$ cat src/rtl/rv16_pkg.sv
// Shared ISA definitions for the rv16 datapath: opcodes, ALU codes,
// instruction field positions and the issue bundle handed to execute.
package rv16_pkg;

  localparam int XLEN = 16;

  localparam logic [3:0] OP_ADD  = 4'd0;
  localparam logic [3:0] OP_SUB  = 4'd1;
  localparam logic [3:0] OP_SLL  = 4'd2;
  localparam logic [3:0] OP_AND  = 4'd3;
  localparam logic [3:0] OP_ADDI = 4'd4;
  localparam logic [3:0] OP_LW   = 4'd5;
  localparam logic [3:0] OP_SW   = 4'd6;
  localparam logic [3:0] OP_BEQ  = 4'd7;

  localparam logic [1:0] ALU_ADD = 2'b00;
  localparam logic [1:0] ALU_SUB = 2'b01;
  localparam logic [1:0] ALU_SLL = 2'b10;
  localparam logic [1:0] ALU_AND = 2'b11;

  localparam int OP_LSB  = 12;
  localparam int RS_LSB  = 9;
  localparam int RT_LSB  = 6;
  localparam int RD_LSB  = 3;
  localparam int IMM_LSB = 0;
  localparam int IMM_W   = 6;

  typedef struct packed {
    logic [XLEN-1:0] a;
    logic [XLEN-1:0] b;
    logic [1:0]      alu_op;
    logic [2:0]      rd;
    logic            reg_write;
    logic            mem_read;
    logic            mem_write;
    logic [XLEN-1:0] store_data;
    logic            branch;
    logic [XLEN-1:0] br_offset;
  } issue_bundle_t;

  function automatic logic [XLEN-1:0] sext_imm6(input logic [IMM_W-1:0] imm);
    return {{(XLEN-IMM_W){imm[IMM_W-1]}}, imm};
  endfunction

endpackage

$ cat src/rtl/regfile_8x16.sv
// Eight-entry register file: two combinational read ports, one synchronous
// write port, r0 hardwired to zero, same-cycle write data forwarded to reads.
module regfile_8x16
  import rv16_pkg::*;
(
  input  logic            clk,
  input  logic            rst_n,
  input  logic [2:0]      raddr_a,
  output logic [XLEN-1:0] rdata_a,
  input  logic [2:0]      raddr_b,
  output logic [XLEN-1:0] rdata_b,
  input  logic            we,
  input  logic [2:0]      waddr,
  input  logic [XLEN-1:0] wdata
);

  logic [XLEN-1:0] regs [8];

  always_ff @(posedge clk or negedge rst_n) begin
    if (!rst_n) begin
      for (int i = 0; i < 8; i++) regs[i] <= '0;
    end else if (we && waddr != 3'd0) begin
      regs[waddr] <= wdata;
    end
  end

  // Forwarding the writeback lets a stalled consumer issue in the same cycle
  // its producer's result arrives.
  always_comb begin
    rdata_a = '0;
    rdata_b = '0;
    if (raddr_a != 3'd0) rdata_a = (we && waddr == raddr_a) ? wdata : regs[raddr_a];
    if (raddr_b != 3'd0) rdata_b = (we && waddr == raddr_b) ? wdata : regs[raddr_b];
  end

endmodule

$ cat src/rtl/decode_issue.sv
// Decode/issue stage feeding the 16-bit ALU: decodes, reads operands, tracks
// pending register writes and stalls on hazards before issuing a bundle.
module decode_issue
  import rv16_pkg::*;
#(
  parameter int DATA_W      = 16,
  parameter int STALL_CNT_W = 16
) (
  input  logic                   clk,
  input  logic                   rst_n,
  input  logic                   in_valid,
  input  logic [15:0]            in_instr,
  output logic                   in_ready,
  output logic                   ex_valid,
  input  logic                   ex_ready,
  output logic [DATA_W-1:0]      ex_a,
  output logic [DATA_W-1:0]      ex_b,
  output logic [1:0]             ex_alu_op,
  output logic [2:0]             ex_rd,
  output logic                   ex_reg_write,
  output logic                   ex_mem_read,
  output logic                   ex_mem_write,
  output logic [DATA_W-1:0]      ex_store_data,
  output logic                   ex_branch,
  output logic [DATA_W-1:0]      ex_br_offset,
  input  logic                   wb_en,
  input  logic [2:0]             wb_addr,
  input  logic [DATA_W-1:0]      wb_data,
  input  logic                   flush,
  output logic                   illegal,
  output logic [STALL_CNT_W-1:0] stall_cnt
);

  logic [3:0]       op;
  logic [2:0]       rs, rt, rd_field;
  logic [XLEN-1:0]  imm_sext;
  logic [XLEN-1:0]  rs_val, rt_val;
  logic             legal, is_rtype, uses_rt, writes;
  logic [2:0]       dest;
  logic [7:0]       busy_q, busy_eff, busy_d;
  logic             hazard, fire;
  issue_bundle_t    dec, bundle_q;
  logic             ex_valid_q, illegal_q;
  logic [STALL_CNT_W-1:0] stall_q;

  assign op       = in_instr[OP_LSB +: 4];
  assign rs       = in_instr[RS_LSB +: 3];
  assign rt       = in_instr[RT_LSB +: 3];
  assign rd_field = in_instr[RD_LSB +: 3];
  assign imm_sext = sext_imm6(in_instr[IMM_LSB +: IMM_W]);

  regfile_8x16 u_regfile (
    .clk     (clk),
    .rst_n   (rst_n),
    .raddr_a (rs),
    .rdata_a (rs_val),
    .raddr_b (rt),
    .rdata_b (rt_val),
    .we      (wb_en),
    .waddr   (wb_addr),
    .wdata   (wb_data)
  );

  assign legal    = ~op[3];
  assign is_rtype = ~op[3] & ~op[2];
  assign uses_rt  = is_rtype | (op == OP_SW) | (op == OP_BEQ);
  assign writes   = is_rtype | (op == OP_ADDI) | (op == OP_LW);
  assign dest     = is_rtype ? rd_field : rt;

  always_comb begin
    dec           = '0;
    dec.a         = rs_val;
    dec.b         = rt_val;
    dec.alu_op    = ALU_ADD;
    dec.rd        = writes ? dest : 3'd0;
    dec.reg_write = writes;
    case (op)
      OP_ADD:  dec.alu_op = ALU_ADD;
      OP_SUB:  dec.alu_op = ALU_SUB;
      OP_SLL:  dec.alu_op = ALU_SLL;
      OP_AND:  dec.alu_op = ALU_AND;
      OP_ADDI: dec.b = imm_sext;
      OP_LW: begin
        dec.b        = imm_sext;
        dec.mem_read = 1'b1;
      end
      OP_SW: begin
        dec.b          = imm_sext;
        dec.mem_write  = 1'b1;
        dec.store_data = rt_val;
      end
      OP_BEQ: begin
        dec.alu_op    = ALU_SUB;
        dec.branch    = 1'b1;
        dec.br_offset = imm_sext;
      end
      default: dec = '0;
    endcase
  end

  // The hazard check sees this cycle's writeback clear already applied;
  // r0 stays free because its busy bit is forced low every cycle.
  always_comb begin
    busy_eff = busy_q;
    if (wb_en) busy_eff[wb_addr] = 1'b0;
    hazard = legal & (busy_eff[rs] | (uses_rt & busy_eff[rt]) | (writes & busy_eff[dest]));
    in_ready = rst_n & (~ex_valid_q | ex_ready) & ~hazard & ~flush;
    fire = in_valid & in_ready;
    busy_d = busy_eff;
    if (flush && ex_valid_q && bundle_q.reg_write && !ex_ready) busy_d[bundle_q.rd] = 1'b0;
    if (fire && writes) busy_d[dest] = 1'b1;
    busy_d[0] = 1'b0;
  end

  always_ff @(posedge clk or negedge rst_n) begin
    if (!rst_n) begin
      ex_valid_q <= 1'b0;
      bundle_q   <= '0;
      illegal_q  <= 1'b0;
      busy_q     <= '0;
      stall_q    <= '0;
    end else begin
      busy_q    <= busy_d;
      illegal_q <= fire & ~legal;
      if (flush)         ex_valid_q <= 1'b0;
      else if (fire)     ex_valid_q <= legal;
      else if (ex_ready) ex_valid_q <= 1'b0;
      if (fire && legal) bundle_q <= dec;
      if (in_valid && hazard && !flush && stall_q != {STALL_CNT_W{1'b1}})
        stall_q <= stall_q + {{(STALL_CNT_W-1){1'b0}}, 1'b1};
    end
  end

  assign ex_valid      = ex_valid_q;
  assign ex_a          = bundle_q.a;
  assign ex_b          = bundle_q.b;
  assign ex_alu_op     = bundle_q.alu_op;
  assign ex_rd         = bundle_q.rd;
  assign ex_reg_write  = bundle_q.reg_write;
  assign ex_mem_read   = bundle_q.mem_read;
  assign ex_mem_write  = bundle_q.mem_write;
  assign ex_store_data = bundle_q.store_data;
  assign ex_branch     = bundle_q.branch;
  assign ex_br_offset  = bundle_q.br_offset;
  assign illegal       = illegal_q;
  assign stall_cnt     = stall_q;

endmodule

$ cat config.mk
export PLATFORM = sky130hd
export DESIGN_NAME = decode_issue
export DESIGN_NICKNAME = d
export VERILOG_FILES = /design/src/rtl/rv16_pkg.sv /design/src/rtl/regfile_8x16.sv /design/src/rtl/decode_issue.sv
export SDC_FILE = /design/constraint.sdc
export NUM_CORES = 1
export LEC_CHECK = 0
export ABC_AREA = 1
export BUFFER_PORTS_ARGS = -buffer_cell sky130_fd_sc_hd__buf_2
export CAP_MARGIN = 10
export CORE_MARGIN = 2
export CORE_UTILIZATION = 45
export CTS_BUF_LIST = sky130_fd_sc_hd__clkbuf_4 sky130_fd_sc_hd__clkbuf_8
export CTS_CLUSTER_SIZE = 40
export DETAILED_ROUTE_END_ITERATION = 8
export GPL_TIMING_DRIVEN = 0
export RECOVER_POWER = 50
export SLEW_MARGIN = 20
export SYNTH_ARGS = -nofsm -noshare
export SYNTH_HDL_FRONTEND = slang
export SYNTH_SLANG_ARGS = --single-unit
$ cat constraint.sdc
create_clock -name clk -period 4.5 [get_ports clk]
set_input_delay 0.225 -clock clk [delete_from_list [all_inputs] [get_ports clk]]
set_output_delay 0.225 -clock clk [all_outputs]
set_load 0.1 [all_outputs]
==> results of run 1 <==
[synth_stat cells (6+ instances only)]
master                     count  area share
sky130_fd_sc_hd__buf_2         8      0.0035
sky130_fd_sc_hd__xor2_1        6      0.0045
sky130_fd_sc_hd__clkbuf_1     88       0.028
sky130_fd_sc_hd__buf_6         9      0.0087
sky130_fd_sc_hd__o21ai_0     216       0.093
sky130_fd_sc_hd__nor3_1        8      0.0035
sky130_fd_sc_hd__inv_1        98       0.032
sky130_fd_sc_hd__a211oi_1      9      0.0058
sky130_fd_sc_hd__buf_1         9      0.0029
sky130_fd_sc_hd__nand3_1      88       0.038
sky130_fd_sc_hd__buf_4        13      0.0084
sky130_fd_sc_hd__xnor2_1       8      0.0060
sky130_fd_sc_hd__a21oi_1     103       0.044
sky130_fd_sc_hd__a31oi_1       9      0.0049
sky130_fd_sc_hd__o211ai_1     25       0.016
sky130_fd_sc_hd__nor2_1       71       0.023
sky130_fd_sc_hd__o21ai_1      34       0.015
sky130_fd_sc_hd__dfrtp_1     216        0.47
sky130_fd_sc_hd__nand4_1      20       0.011
sky130_fd_sc_hd__o21ai_2       9      0.0068
sky130_fd_sc_hd__nand2_1     452        0.15
sky130_fd_sc_hd__o311ai_0      8      0.0060
[stage by stage]
stage	total power [mW]	setup WS, ps	cells	hold WS (ps)
floorplan	3.78	1790	1544	-70.6
global placement	4.25	-772	2001	432
detailed placement	4.28	1510	2003	194
CTS	6.41	1670	2089	2.21
global route	6.70	1220	2089	24.3
finish	6.42	1720	2089	18.6
[metal layers]
layer,up-vias,part of all wire
li1,5500,-
met2,647,0.43
met5,-,0
met4,0,0.035
met1,5497,0.44
met3,125,0.092
[power breakdown]
group | internal (mW) | total (mW) | switching [mW]
sequential | 2.23 | 2.47 | 0.244
clock | 1.24 | 2.13 | 0.889
combinational | 0.388 | 1.81 | 1.42
[kinds of logic (layout without fill, tap and decap cells)]
kind of cell | Yosys count | after routing | share of synthesized area
adder cells (fa/ha/maj) | 1 | 1 | 0.00108
flip-flops | 216 | 216 | 0.466
AO/OA/AOI/OAI | 432 | 432 | 0.205
AND/OR/NAND/NOR | 651 | 651 | 0.232
buffers and inverters | 230 | 445 | 0.0855
XOR/XNOR | 14 | 14 | 0.0106
[worst max-delay path, cell delays in order]
cell and delay (ps):
sky130_fd_sc_hd__dlygate4sd3_1 570, sky130_fd_sc_hd__buf_8 380, sky130_fd_sc_hd__buf_16 360, sky130_fd_sc_hd__nand2_1 90, sky130_fd_sc_hd__nor2_1 240, sky130_fd_sc_hd__o21a_1 180
sky130_fd_sc_hd__buf_2 430
[registers in the layout, summed over array words and instances (netlist names)]
register,cells
u_regfile.regs,128
ex_a,16
ex_b,16
ex_store_data,16
stall_cnt,16
busy_q,7
ex_br_offset,6
ex_rd,3
ex_alu_op,2
ex_branch,1
ex_mem_read,1
ex_mem_write,1
ex_reg_write,1
ex_valid,1
illegal,1
[worst max-delay path by stage]
stage / endpoint / startpoint / cells past startpoint / slack [ps]
detailed placement: ex_a[5] / in_instr[9] / 7 / 1510
CTS: in_ready / rst_n / 7 / 1670
global placement: ex_branch / rst_n / 7 / -770
floorplan: stall_cnt[2] / stall_cnt[0] / 10 / 1790
global route: u_regfile.regs[51] / rst_n / 3 / 1220
finish: in_ready / rst_n / 7 / 1720
[final cells by class]
type                    instances  area (sq um)
plain buffers                 127           603
clock buffers                  60           751
clock inverters                12           144
fillers                      2500         11500
inverters                     103           389
multi-input cells            1098          5210
flip-flops and latches        216          5410
well taps                     330           413
repair buffers                143           817
[timing repair]
| action | in CTS | in global routing |
|---|---|---|
| hold buffers | 14 | 0 |
| endpoints found under the hold margin | 69 | 0 |
| buffers inserted | 0 | 0 |
==> results.txt, run 1 <==
----------------------------------------------------
[Route]
  Routed Wire Length ... 43.0 mm
  Number of routed nets with antenna violations ... 0
  Detailed-route wire length per cell ... 20.6 microns
  Number of vias per cell ... 5.63
  DRT iter0 DRCs ... 1593
  DRC ... 0
  TritonRoute pass-1 iters ... 6
  Overall via count from detail_route ... roughly 12k

[Synth]
  Synthesized area per cell ... 7.52 sq um
  Number of flops mapped to enable cells by yosys ... 0
  Post-synthesis net count ... 1586
  Number of distinct library cells after synthesis ... 40
  Main synth FF type ... sky130_fd_sc_hd__dfrtp_1
  Post-Syn Area ... 11600 sq um
  Count of synthesis-stage warnings from yosys ... 0
  Share of flip-flops with an asynchronous set or reset ... 1.00
  Total of flip-flops plus latches after synthesis ... 216
  Proportion of synthesized chip area in sequential cells ... 0.466
  Instance count of the mapped netlist ... 1544

[Global route]
  All-layer global routing usage ... 0.320
  Grt ovf ... 0
  Antenna violations before repair ... 0
  M1 GR Usage ... 0.470
  Wire length of the first global-routing pass ... 65.3 mm
  Pin count of the biggest net entering global routing ... 92
  Met3 global-route usage ... 0.0472
  Number of global-route vias before repair ... ~11k
  GRT busiest layer ... met2
  Met2 GRT Util ... 0.480

[Critical path]
  Worst R2R Setup Slack ... 1970 ps
  Element type at the critical path start ... input pin
  Capture instance of the worst register-to-register path ... ex_valid
  Class of the most critical setup path ... input pin to output port
  Endpoint required time on the critical path ... about 4300 ps
  Critical path capture point type ... output port
  RR Startpoint ... busy_q[5]
  R2R depth ... 11
  Critical Path AT ... 2550 ps
  Top fanout value on the critical path ... 70

[STA]
  Setup TNS after final layout ... 0 ps
  Final number of max-transition violations ... ~90
  Maximum achievable frequency ... approximately 360 MHz
  Number of setup violations in the final report ... 0
  Max transition margin ... -0.503
  RSZ-0062 raised after global routing ... false
  Final count of hold timing violations ... 0
  Period Utilization, post-route ... 0.617
  Least-Margin Pin Slew ... 2250 ps
  Final worst path period need ... 2780 ps
  Worst Skew ... roughly 27 ps

[Layout]
  Net count reported at finish ... between 1.5k and 2k
  Diode insertion count for antenna repair ... 0
  Most frequent cells in the layout ... sky130_fd_sc_hd__nand2_1 (452), sky130_fd_sc_hd__o21ai_0 (216), sky130_fd_sc_hd__dfrtp_1 (216)
  Final core utilization ... 0.544
  Final non-filler cell area ... 13700 sq um
  Area growth syn-to-layout ... 18.3%
  Leading cell type in the layout, fill and taps excluded ... sky130_fd_sc_hd__nand2_1
  Fraction of final layout cells sized beyond drive strength 1 ... 0.144

[CTS]
  Clock Sink Count ... 216
  Clock buffer depth ... 3
  Clock tree from TritonCTS ... done
  Post-cts sizing count ... 0
  Number of levels in the clock H-tree ... 2
  TritonCTS Buffers ... 40
  CTS root buf ... sky130_fd_sc_hd__clkbuf_8
  Clock latency at the later pin of the worst-skew pair ... ~570 ps
  Clock slew at the register clock pins of the worst setup and hold paths ... 60 ps

[Pwr]
  Worst ir drop on vdd ... 359 uV
  P per Cell Area ... about 470 nW/um^2
  Lkg Pwr ... about 6.7 nW

[Place]
  Final HPWL from detailed placement ... 31.8 mm
  Number of port buffers ... approximately 130
  Placed standard-cell area ... 12700 sq um
  Placer Congestion ... 0.992

[Hold path]
  Worst Hold Depth ... 3
  Type of the most critical hold path ... input pin to flop
  Worst-case hold path end point ... illegal
  Startpoint of the most critical hold path ... in_instr[15]

[Floorplanning]
  Die area ... approximately 27000 sq um
  Initial Util ... 0.459
  Area of the core region ... ~25000 sq um
  Die width ... 165 microns
  Site row count ... between 50 and 60
  Chip height ... 165 microns
  Number of placed I/O pins ... between 100 and 150

[Run status]
  Violated checks ... max-capacitance violations, max-slew violations
  Run status ... finished, violations left

[Run]
  Max cap viols ... 1

----------------------------------------------------
No activity file was read; power rests on OpenSTA's default activity.
==> inputs of run 2 (changes only) <==
- clock period: 4.5 -> 2.6 ns (I/O delays scaled with it)
==> run 2 against run 1 <==
Against the previous run: the flow still finishes with violations (max-capacitance violations, max-slew violations); sequential share of layout area shrank 0.41 points; clock skew shrank 8.6 ps; worst hold slack worse by 16 ps; via count shrank 0.15%; largest cell class unchanged; largest power group unchanged; highest routed layer unchanged.
==> results.txt, run 2 (same netlist as run 1, synthesis figures left out) <==
----------------------------------------------------
[Run status]
  Run status ... finished, violations left
  Violated checks ... max-capacitance violations, max-slew violations

[CTS]
  TritonCTS Buffers ... 39 (-2.5%)
  Number of levels in the clock H-tree ... 2 (unchanged)
  Clock tree from TritonCTS ... done
  Clock latency at the later pin of the worst-skew pair ... 540 ps (-30 ps)
  CTS root buf ... sky130_fd_sc_hd__clkbuf_8
  Clock Sink Count ... 216 (unchanged)
  Clock slew at the register clock pins of the worst setup and hold paths ... 60 ps (about the same)
  Clock buffer depth ... 3 (unchanged)

[Layout]
  Area growth syn-to-layout ... 19.6%
  Largest register by flop count ... u_regfile.regs
  Diode insertion count for antenna repair ... 0 (unchanged)
  Fraction of final layout cells sized beyond drive strength 1 ... 0.144 (about the same)
  Net count reported at finish ... 1786 (+0.85%)
  Flip-flop count of the largest register after layout ... 128 (unchanged)
  Most frequent cells in the layout ... sky130_fd_sc_hd__nand2_1 (452), sky130_fd_sc_hd__o21ai_0 (216), sky130_fd_sc_hd__dfrtp_1 (214)
  Leading cell type in the layout, fill and taps excluded ... sky130_fd_sc_hd__nand2_1
  Final non-filler cell area ... 13900 sq um (+1.1%)
  Non-filler instance count after layout ... 2103 (+0.67%)
  Final core utilization ... 0.550 (+0.00594)

[Critical path]
  Chain of cells forming the critical path ... clkbuf_1 -> clkbuf_1 -> clkbuf_1 -> a21oi_1 -> o311ai_0 -> o211ai_1 -> o21ai_1
  Biggest cell delay along the critical path ... 850 ps (+280 ps)
  Endpoint required time on the critical path ... 3050 ps (-1230 ps)
  Worst Path Buf+Inv ... 3 (-1)
  Critical Path AT ... 2990 ps (+440 ps)
  Cell occurring most often along the worst timing path ... sky130_fd_sc_hd__clkbuf_1
  Worst path slowest cell ... sky130_fd_sc_hd__o311ai_0
  Top fanout value on the critical path ... 10 (-86%)
  Critical path's top delay family ... compound AO/OA/AOI/OAI gates
  Element type at the critical path start ... input pin
  Critical path capture point type ... flop
  Class of the most critical setup path ... input pin to flop

[Pwr]
  Lkg Pwr ... 6.72 nW (+0.94%)
  Worst ir drop on vdd ... 822 uV (+130%)
  P per Cell Area ... 789 nW/um^2 (+69%)
  Post-layout total power ... 10.9 mW (+71%)

[Route]
  DRT iter0 DRCs ... 1572 (-1.3%)
  TritonRoute pass-1 iters ... 5 (-1)
  Number of vias per cell ... 5.59 (-0.82%)
  Detailed-route wire length per cell ... 20.5 microns (-0.49%)
  Number of routed nets with antenna violations ... 0 (unchanged)
  Overall via count from detail_route ... 11.8k (-0.15%)
  DRC ... 0 (unchanged)
  Routed Wire Length ... 43.0 mm (+0.18%)

[STA]
  Maximum achievable frequency ... 394 MHz
  Number of setup violations in the final report ... 0 (unchanged)
  Period Utilization, post-route ... 0.975
  Final worst-path setup slack ... 64.9 ps (-1660 ps)
  Max transition margin ... -0.237 (+0.266)
  Final worst path period need ... 2540 ps
  RSZ-0062 raised after global routing ... false
  Setup TNS after final layout ... 0 ps (unchanged)
  Hold WS ... 2.84 ps (-15.8 ps)
  Least-Margin Pin Slew ... 1860 ps (-398 ps)
  Final number of max-transition violations ... 76 (-17%)
  Worst Skew ... 18.0 ps (-8.57 ps)
  Final count of hold timing violations ... 0 (unchanged)

[Floorplanning]
  Area of the core region ... 25300 sq um (unchanged)
  Initial Util ... 0.459 (unchanged)
  Die width ... 165 microns (unchanged)
  Chip height ... 165 microns (unchanged)
  Die area ... 27100 sq um (unchanged)
  Site row count ... 58 (unchanged)
  Number of placed I/O pins ... 133 (unchanged)

[Place]
  Place WS ... -308 ps (-1810 ps)
  Placer Congestion ... 0.985 (-0.65%)
  Placed standard-cell area ... 12700 sq um (about the same)
  Number of port buffers ... 127 (unchanged)
  Final HPWL from detailed placement ... 31.8 mm (-0.17%)
  Placed Cells ... 2003 (unchanged)

[Run]
  Max cap viols ... 1 (unchanged)

[Global route]
  All-layer global routing usage ... 0.317 (-0.00242)
  Met2 GRT Util ... 0.478 (-0.00190)
  Wire length of the first global-routing pass ... 65.1 mm (-0.34%)
  GRT busiest layer ... met2
  Number of global-route vias before repair ... 11.0k (+1.3%)
  Antenna violations before repair ... 1 (+1)
  Pin count of the biggest net entering global routing ... 94 (+2.2%)
  Grt ovf ... 0 (unchanged)
  M1 GR Usage ... 0.458 (-0.0120)
  Met3 global-route usage ... 0.0585 (+0.0113)

[Hold path]
  Type of the most critical hold path ... input pin to flop

----------------------------------------------------
run 2: cell types whose count changed in the layout (fill, tap and decap cells not counted), sizes merged:
cell and delta:
clkinvlp -1, buf -1, clkbuf +9, bufinv -2
dlygate4sd3 +12, clkinv -3
run 2: power by group:
part | leakage (nW) | internal, mW | switching, mW
Sequential | 2.82 | 3.86 | 0.425
Clock | 0.462 | 2.07 | 1.43
Combinational | 3.44 | 0.690 | 2.47
Total | 6.72 | 6.62 | 4.33
run 2: worst paths after layout:
| check | from | endpoint | slack (ps) | cells after the start |
|---|---|---|---|---|
| min in group asynchronous | rst_n | ex_a[4] | 450 | 5 |
| max reg2reg | busy_q[5] | ex_valid | 160 | 11 |
| min reg2reg | u_regfile.regs[122] | u_regfile.regs[122] | 460 | 1 |
| min | wb_data[8] | ex_a[8] | 3 | 3 |
| max | in_instr[9] | ex_a[11] | 60 | 7 |
| max in group asynchronous | rst_n | u_regfile.regs[52] | 400 | 5 |
run 2: per-layer routing:
metal / up-vias / part of all wire
met5: - / 0
met4: 0 / 0.030
met3: 92 / 0.099
met2: 598 / 0.43
met1: 5529 / 0.44
li1: 5532 / -
run 2: timing repair:
| item | CTS | global route |
|---|---|---|
| gates resized for setup | 0 | 3 |
| endpoints found under the hold margin | 180 | 0 |
| hold buffers | 29 | 0 |
| buffers inserted | 0 | 0 |
| setup endpoints to repair | 0 | 3 |
run 2: cell type report:
class,count,area (sq um)
plain buffers,127,603
clock buffers,64,812
clock inverters,6,57.6
fillers,2519,11400
inverters,103,389
multi-input cells,1098,5200
flip-flops and latches,216,5410
well taps,330,413
repair buffers,159,992
run 2: worst reg2reg max path, delay by kind of cell (launching register included):
kind,cells,cell delay (ps)
buffers and inverters,3,950
AND/OR/NAND/NOR,6,610
AO/OA/AOI/OAI,2,420
flip-flops,1,350
